$ cat src/rtl/svc_rv_lsu.sv
// svc_rv_lsu: load/store unit between the RV execute stage and a 32-bit data
// memory. One transaction at a time over a valid/ready request channel and an
// rvalid response channel. Misaligned or unknown-width ops complete with err
// and never touch memory. Every result output comes straight from a flop.
module svc_rv_lsu #(
  parameter int XLEN = 32
) (
  input  logic            clk,
  input  logic            rst,
  input  logic            op_valid,
  output logic            op_ready,
  input  logic            op_is_store,
  input  logic [2:0]      op_funct3,
  input  logic [XLEN-1:0] op_addr,
  input  logic [XLEN-1:0] op_wdata,
  output logic            done,
  output logic            err,
  output logic [XLEN-1:0] rdata,
  output logic            dmem_req_valid,
  input  logic            dmem_req_ready,
  output logic            dmem_we,
  output logic [XLEN-1:0] dmem_addr,
  output logic [3:0]      dmem_wstrb,
  output logic [XLEN-1:0] dmem_wdata,
  input  logic            dmem_rvalid,
  input  logic [XLEN-1:0] dmem_rdata
);

  typedef enum logic [1:0] {IDLE = 2'd0, REQ = 2'd1, RESP = 2'd2} state_t;

  state_t            state, state_next;
  logic              is_store, is_store_next;
  logic [2:0]        funct3, funct3_next;
  logic [1:0]        addr_lo, addr_lo_next;
  logic              done_next, err_next, req_valid_next, we_next;
  logic [XLEN-1:0]   rdata_next, addr_next, wdata_next;
  logic [3:0]        wstrb_next;

  // Width code / alignment legality for an incoming op.
  function automatic logic op_legal(input logic st, input logic [2:0] f3, input logic [1:0] lo);
    logic ok;
    case (f3)
      3'd0:    ok = 1'b1;
      3'd1:    ok = (lo[0] == 1'b0);
      3'd2:    ok = (lo == 2'b00);
      3'd4:    ok = !st;
      3'd5:    ok = !st && (lo[0] == 1'b0);
      default: ok = 1'b0;
    endcase
    return ok;
  endfunction

  // Byte enables for a store of the given width at the given lane.
  function automatic logic [3:0] store_strb(input logic [2:0] f3, input logic [1:0] lo);
    logic [3:0] s;
    case (f3[1:0])
      2'd0:    s = 4'b0001 << lo;
      2'd1:    s = 4'b0011 << lo;
      default: s = 4'b1111;
    endcase
    return s;
  endfunction

  // Replicate the store data across all lanes so any strobe picks the right bytes.
  function automatic logic [31:0] store_lanes(input logic [2:0] f3, input logic [31:0] wd);
    logic [31:0] w;
    case (f3[1:0])
      2'd0:    w = {4{wd[7:0]}};
      2'd1:    w = {2{wd[15:0]}};
      default: w = wd;
    endcase
    return w;
  endfunction

  // Select the addressed lane of the read word and sign/zero extend it.
  function automatic logic [31:0] load_extend(input logic [2:0] f3, input logic [1:0] lo,
                                              input logic [31:0] word);
    logic [31:0] shifted;
    logic [7:0]  b;
    logic [15:0] h;
    logic [31:0] r;
    shifted = word >> {lo, 3'b000};
    b = shifted[7:0];
    h = lo[1] ? word[31:16] : word[15:0];
    case (f3)
      3'd0:    r = {{24{b[7]}}, b};
      3'd4:    r = {24'd0, b};
      3'd1:    r = {{16{h[15]}}, h};
      3'd5:    r = {16'd0, h};
      default: r = word;
    endcase
    return r;
  endfunction

  assign op_ready = (state == IDLE) && !rst;

  // Next-state and next-output computation for the transaction FSM.
  always_comb begin
    state_next     = state;
    is_store_next  = is_store;
    funct3_next    = funct3;
    addr_lo_next   = addr_lo;
    done_next      = 1'b0;
    err_next       = 1'b0;
    rdata_next     = rdata;
    req_valid_next = dmem_req_valid;
    we_next        = dmem_we;
    addr_next      = dmem_addr;
    wstrb_next     = dmem_wstrb;
    wdata_next     = dmem_wdata;
    case (state)
      IDLE: begin
        if (op_valid) begin
          is_store_next = op_is_store;
          funct3_next   = op_funct3;
          addr_lo_next  = op_addr[1:0];
          if (op_legal(op_is_store, op_funct3, op_addr[1:0])) begin
            state_next     = REQ;
            req_valid_next = 1'b1;
            we_next        = op_is_store;
            addr_next      = {op_addr[XLEN-1:2], 2'b00};
            wstrb_next     = op_is_store ? store_strb(op_funct3, op_addr[1:0]) : 4'b0000;
            wdata_next     = store_lanes(op_funct3, op_wdata);
          end else begin
            done_next = 1'b1;
            err_next  = 1'b1;
          end
        end else begin
          state_next = IDLE;
        end
      end
      REQ: begin
        if (dmem_req_ready) begin
          req_valid_next = 1'b0;
          we_next        = 1'b0;
          wstrb_next     = 4'b0000;
          if (is_store) begin
            state_next = IDLE;
            done_next  = 1'b1;
          end else begin
            state_next = RESP;
          end
        end else begin
          state_next = REQ;
        end
      end
      RESP: begin
        if (dmem_rvalid) begin
          state_next = IDLE;
          done_next  = 1'b1;
          rdata_next = load_extend(funct3, addr_lo, dmem_rdata);
        end else begin
          state_next = RESP;
        end
      end
      default: begin
        state_next     = IDLE;
        req_valid_next = 1'b0;
        we_next        = 1'b0;
        wstrb_next     = 4'b0000;
      end
    endcase
  end

  // State, latched op context and all registered outputs.
  always_ff @(posedge clk) begin
    if (rst) begin
      state          <= IDLE;
      is_store       <= 1'b0;
      funct3         <= 3'd0;
      addr_lo        <= 2'd0;
      done           <= 1'b0;
      err            <= 1'b0;
      rdata          <= '0;
      dmem_req_valid <= 1'b0;
      dmem_we        <= 1'b0;
      dmem_addr      <= '0;
      dmem_wstrb     <= 4'b0000;
      dmem_wdata     <= '0;
    end else begin
      state          <= state_next;
      is_store       <= is_store_next;
      funct3         <= funct3_next;
      addr_lo        <= addr_lo_next;
      done           <= done_next;
      err            <= err_next;
      rdata          <= rdata_next;
      dmem_req_valid <= req_valid_next;
      dmem_we        <= we_next;
      dmem_addr      <= addr_next;
      dmem_wstrb     <= wstrb_next;
      dmem_wdata     <= wdata_next;
    end
  end

endmodule

$ cat config.mk
export PLATFORM = sky130hd
export DESIGN_NAME = svc_rv_lsu
export DESIGN_NICKNAME = d
export VERILOG_FILES = /design/src/rtl/svc_rv_lsu.sv
export SDC_FILE = /design/constraint.sdc
export NUM_CORES = 1
export LEC_CHECK = 0
export CORE_UTILIZATION = 43
export DETAILED_ROUTE_END_ITERATION = 6
export PLACE_DENSITY = 0.8
export SLEW_MARGIN = 0
export SYNTH_ARGS = -nofsm -noshare
export SYNTH_HDL_FRONTEND = slang
export SYNTH_SLANG_ARGS = --single-unit
export TNS_END_PERCENT = 20
$ cat constraint.sdc
create_clock -name clk -period 2.2 [get_ports clk]
set_clock_uncertainty 0.15 [all_clocks]
set_input_delay 0.66 -clock clk [delete_from_list [all_inputs] [get_ports clk]]
set_output_delay 0.66 -clock clk [all_outputs]
set_load 0.05 [all_outputs]
**Word-level counts from Yosys, hierarchy flattened**

Index checks and enable logic that the tools add are counted.

- Bits in registers: 110
- Output and inout bits: 105
- Word-level logic and storage cells: 77

- Equality and inequality tests: 14
- Shifts and indexed selects: 3
- Multiplexer cells: 31
- Bitwise gates (word level): 3
- Reduce and logical (&&, ||, !) cells: 14

Operators by type and width:

| operator | count |
|---|---|
| 32-bit one-hot mux with 4 select lines | 1 |
| 32-bit one-hot mux with 2 select lines | 1 |
| 32-bit by 5-bit right shift with 8-bit output | 1 |
| 16-bit two-way mux | 1 |
| 4-bit two-way mux | 4 |
| 3-bit equality test (second input constant) | 4 |
| 1-bit two-way mux | 12 |
| 4-bit one-hot mux with 3 select lines | 1 |
| 2-bit two-way mux | 5 |
| 1-bit one-hot mux with 3 select lines | 3 |
| 4-bit one-hot mux with 2 select lines | 1 |
| 3-bit by 1-bit equality test with 1-bit output (second input constant) | 2 |
| 2-bit zero test | 3 |
| 3-bit zero test | 2 |
| 2-bit one-hot mux with 3 select lines | 1 |
| 1-bit one-hot mux with 5 select lines | 1 |
| 2-bit by 1-bit equality test with 1-bit output (second input constant) | 2 |
| 2-bit inequality test (second input constant) | 2 |
| 2-bit AND reduction | 2 |
| 4-bit AND reduction | 1 |
| 1-bit by 2-bit left shift with 4-bit output (first input constant) | 1 |
| 2-bit by 2-bit left shift with 4-bit output (first input constant) | 1 |
| 3-bit by 2-bit equality test with 1-bit output (second input constant) | 1 |
| 3-bit by 2-bit inequality test with 1-bit output (second input constant) | 1 |
| other kinds (7) | 11 |

**Longest topological paths before layout**

- Depth in word-level cells: 8
- Gate-level depth with buffers: 9
- Gate-level depth less buffers: 4

**Worst setup path before layout**

Ideal clock, no wire load.

- Path kind: input -> output
- From: input port rst
- To: output port op_ready
- Data arrival time: 2.099 ns
- Required time: 1.390 ns
- Setup slack: -0.709 ns
- Stages: 3
- Path buffers: 2
- Cell sequence: clkbuf_1 clkbuf_1 nor3_1

- Longest elaborated chain between the ends: 2

Ends and longest elaborated chain:

| item | RTL line | RTL |
|---|---|---|
| from (decl) | 9 | `input logic rst,` |
| 1-bit zero test | 95 | `assign op_ready = (state == IDLE) && !rst;` |
| 1-bit logical AND | 95 |  |
| to (decl) | 11 | `output logic op_ready,` |

Every way passes these cells.

**Worst setup path in the final report**

- From: input port op_valid
- To: register dmem_wdata[13]

- Longest elaborated chain between the ends: 1

Ends and longest elaborated chain:

| item | RTL line | RTL |
|---|---|---|
| from (decl) | 10 | `input logic op_valid,` |
| 3-bit AND reduction (no line) | n/a |  |
| to (signal assigned) | 192 | `dmem_wdata <= wdata_next;` |
| to (decl) | 24 | `output logic [XLEN-1:0] dmem_wdata,` |

Every way passes these cells.
A chain may end at the register's enable or synchronous reset.

==> out/metrics.cfg <==
[yosys]
synth_edf_count = 0
yosys-top-cells-area = dfxtp_1 (43%), nand2_1 (9.3%), a21oi_1 (6.9%), o21ai_0 (5.6%), mux2i_1 (4.5%)
synth-main-ff-cell = dfxtp_1
async_flop_share_pct = 0
synth_seq_cells = 110
syn_avg_cell_area_um2 = 8.30
synthDominantCellAreaShare_pct = 43.3
yosysWarnings = 0
syn_inst = 613
syn-cell-area_um2 = 5090
synth_cell_types = 45
ys_seq_area_share_pct = 43.3
synth_top_area_cell = dfxtp_1

[timing]
slew_violations = 0
finalSetupTns_ns = 0
fin_ws_ns = 0.0653
hold_viol_final = 0
finalCritPeriodShare_pct = 97.0
tightest_slew_ns = 0.544
fin_crit_ns = 2.13
fmax_mhz = 468
setup_violations = 0
rsz0062_at_grt = false
relSlewSlack_pct = 63.6

[cts]
cts.reportedPaths.clkPinSlew_ns = 0.08
cts_buffer_depth = 2
clkSinkCount = 110
cts_tree = yes
cts_inserted_buffers = 9
clock_latency_ns = 0.35
htree_levels = 3
cts-root-buf = clkbuf_16

[die]
dieArea_um2 = 12300
io_pins = 210
core_um2 = 11500
rows = 39
die_y_um = 111
start_util_pct = 44.4
die_w_um = 111

[worst_hold_path]
hold_path.class = flop to flop

[placed_design]
place_area_um2 = 7230
port_buffers = 207
dpl_worst_slack_ns = -0.373
place_congestion = 0.900
dpl.cell_count = 950
hpwl_um = 11900

[cells_and_area]
design_area_um2 = 7640
instances_no_fill = 969
diodes = 0
nNetsFinal = 926
final_common_cell = buf_4
mostFrequentLayoutCells = buf_4 (140), nand2_1 (126), dfxtp_1 (110), clkdlybuf4s50_1 (99), a21oi_1 (70)
area_delta_synth_final_pct = 50.3
drive_above_1_share_pct = 25.2

[power_and_ir_drop]
p_leak_nw = 3.15
powerDensity_nw_per_um2 = 675
ir_worst_vdd_uv = 439

[grt]
grt_max_degree = 55
grt_pass1_wl_um = 25000
grt_util_all_layers_pct = 25.2
gr-total-overflow = 0
grt_pass1_vias = 4954
antenna_found_initial = 0

[route]
initialDrtViolationCount = 437
viasPerCell = 5.46
routed-via-count = 5287
routed_wl_um = 16100
routedWlPerCell_um = 16.6
antenna_left = 0
remaining_drc_errors = 0
firstDrtPassIters = 5

[worst_setup_path]
crit_arrival_ns = 2.26
timing_worst_setup_path_type = input port to flop
start_kind = input port
required_ns = 2.32
path_max_fanout = 6
cp-end-kind = flop

[job]
drv_cap = 0

[run_status]
status = finished, final reports clean

[layout make-up]
class	instances	area, um^2
Sequential cell	110	2200
Tap cell	143	179
Clock buffer	10	239
Timing Repair Buffer	253	2290
Fill cell	924	3820
Inverter	2	7.51
Clock inverter	6	115
Multi-Input combinational cell	445	2610
[worst paths after layout]
path | from | to | slack (ns) | cells past startpoint
setup reg to reg | state[1] | dmem_wdata[13] | 0.40 | 6
setup / recovery | op_valid | dmem_wdata[13] | 0.07 | 7
hold / removal | dmem_addr[10] | dmem_addr[10] | 0.31 | 2
hold reg to reg | dmem_addr[10] | dmem_addr[10] | 0.31 | 2
[power by group]
group	switching, mW	internal (mW)
combinational	0.643	0.476
clock	0.760	1.15
sequential	0.0556	2.07
total	1.46	3.70
[layer usage]
layer  track usage [%]  part of all wire, %
met1              32.1                   42
met2              40.8                   48
met3              5.19                  6.2
met4              12.1                  3.4
met5                 0                    0
[metrics by stage]
stage,hold slack [ns],utilization [%],total power [mW]
6_report,0.305,66.6,5.16
5_1_grt,0.328,66.6,5.34
4_1_cts,0.307,66.2,5.16
3_5_place_dp,0.298,63.1,3.27
3_3_place_gp,0.294,63.1,3.25
2_1_floorplan,0.335,-,2.81
[synth_stat cells (2+ instances only)]
library cell	instances
a211oi_1	7
a211oi_2	7
a21oi_1	70
a221oi_1	2
a311oi_2	8
a31o_2	3
a31oi_1	8
a32oi_1	2
and3_1	20
buf_2	18
buf_4	5
buf_6	5
clkbuf_1	28
dfxtp_1	110
inv_1	2
mux2_2	11
mux2i_1	23
mux4_2	2
nand2_1	126
nand2b_1	2
nand3_1	10
nand3b_1	9
nand4_1	2
nor2_1	37
nor2b_1	6
nor3_1	10
nor3b_2	2
o21a_1	2
o21ai_0	57
o21ai_1	2
o21bai_1	3
[flip-flops by register name (all words and copies together) (netlist names)]
signal          cells
state               2
rdata              32
dmem_req_valid      1
is_store            1
err                 1
funct3              3
dmem_we             1
dmem_wstrb          4
dmem_wdata         32
addr_lo             2
dmem_addr          30
done                1
[timing repair]
item                       CTS  global route
setup buffers                0             2
gates resized for setup      0             5
setup endpoints to repair    0            36
hold buffers                 0             0
[logic make-up (layout without fill, tap and decap cells)]
family	after synthesis	in the layout	share of synthesized area (%)
other	1	2	0.0737
multiplexers	36	36	7.85
AO/OA/AOI/OAI	175	175	21.9
flip-flops	110	110	43.3
buffers and inverters	59	271	5.90
AND/OR/NAND/NOR	232	232	21.0
[critical path, cell delays in order]
cell	delay [ns]
clkdlybuf4s50_1	0.48
nor3b_2	0.29
o21a_2	0.29
buf_4	0.14
buf_4	0.11
nor2_1	0.05
a311oi_2	0.24
Power figures use the tool's default switching activity.
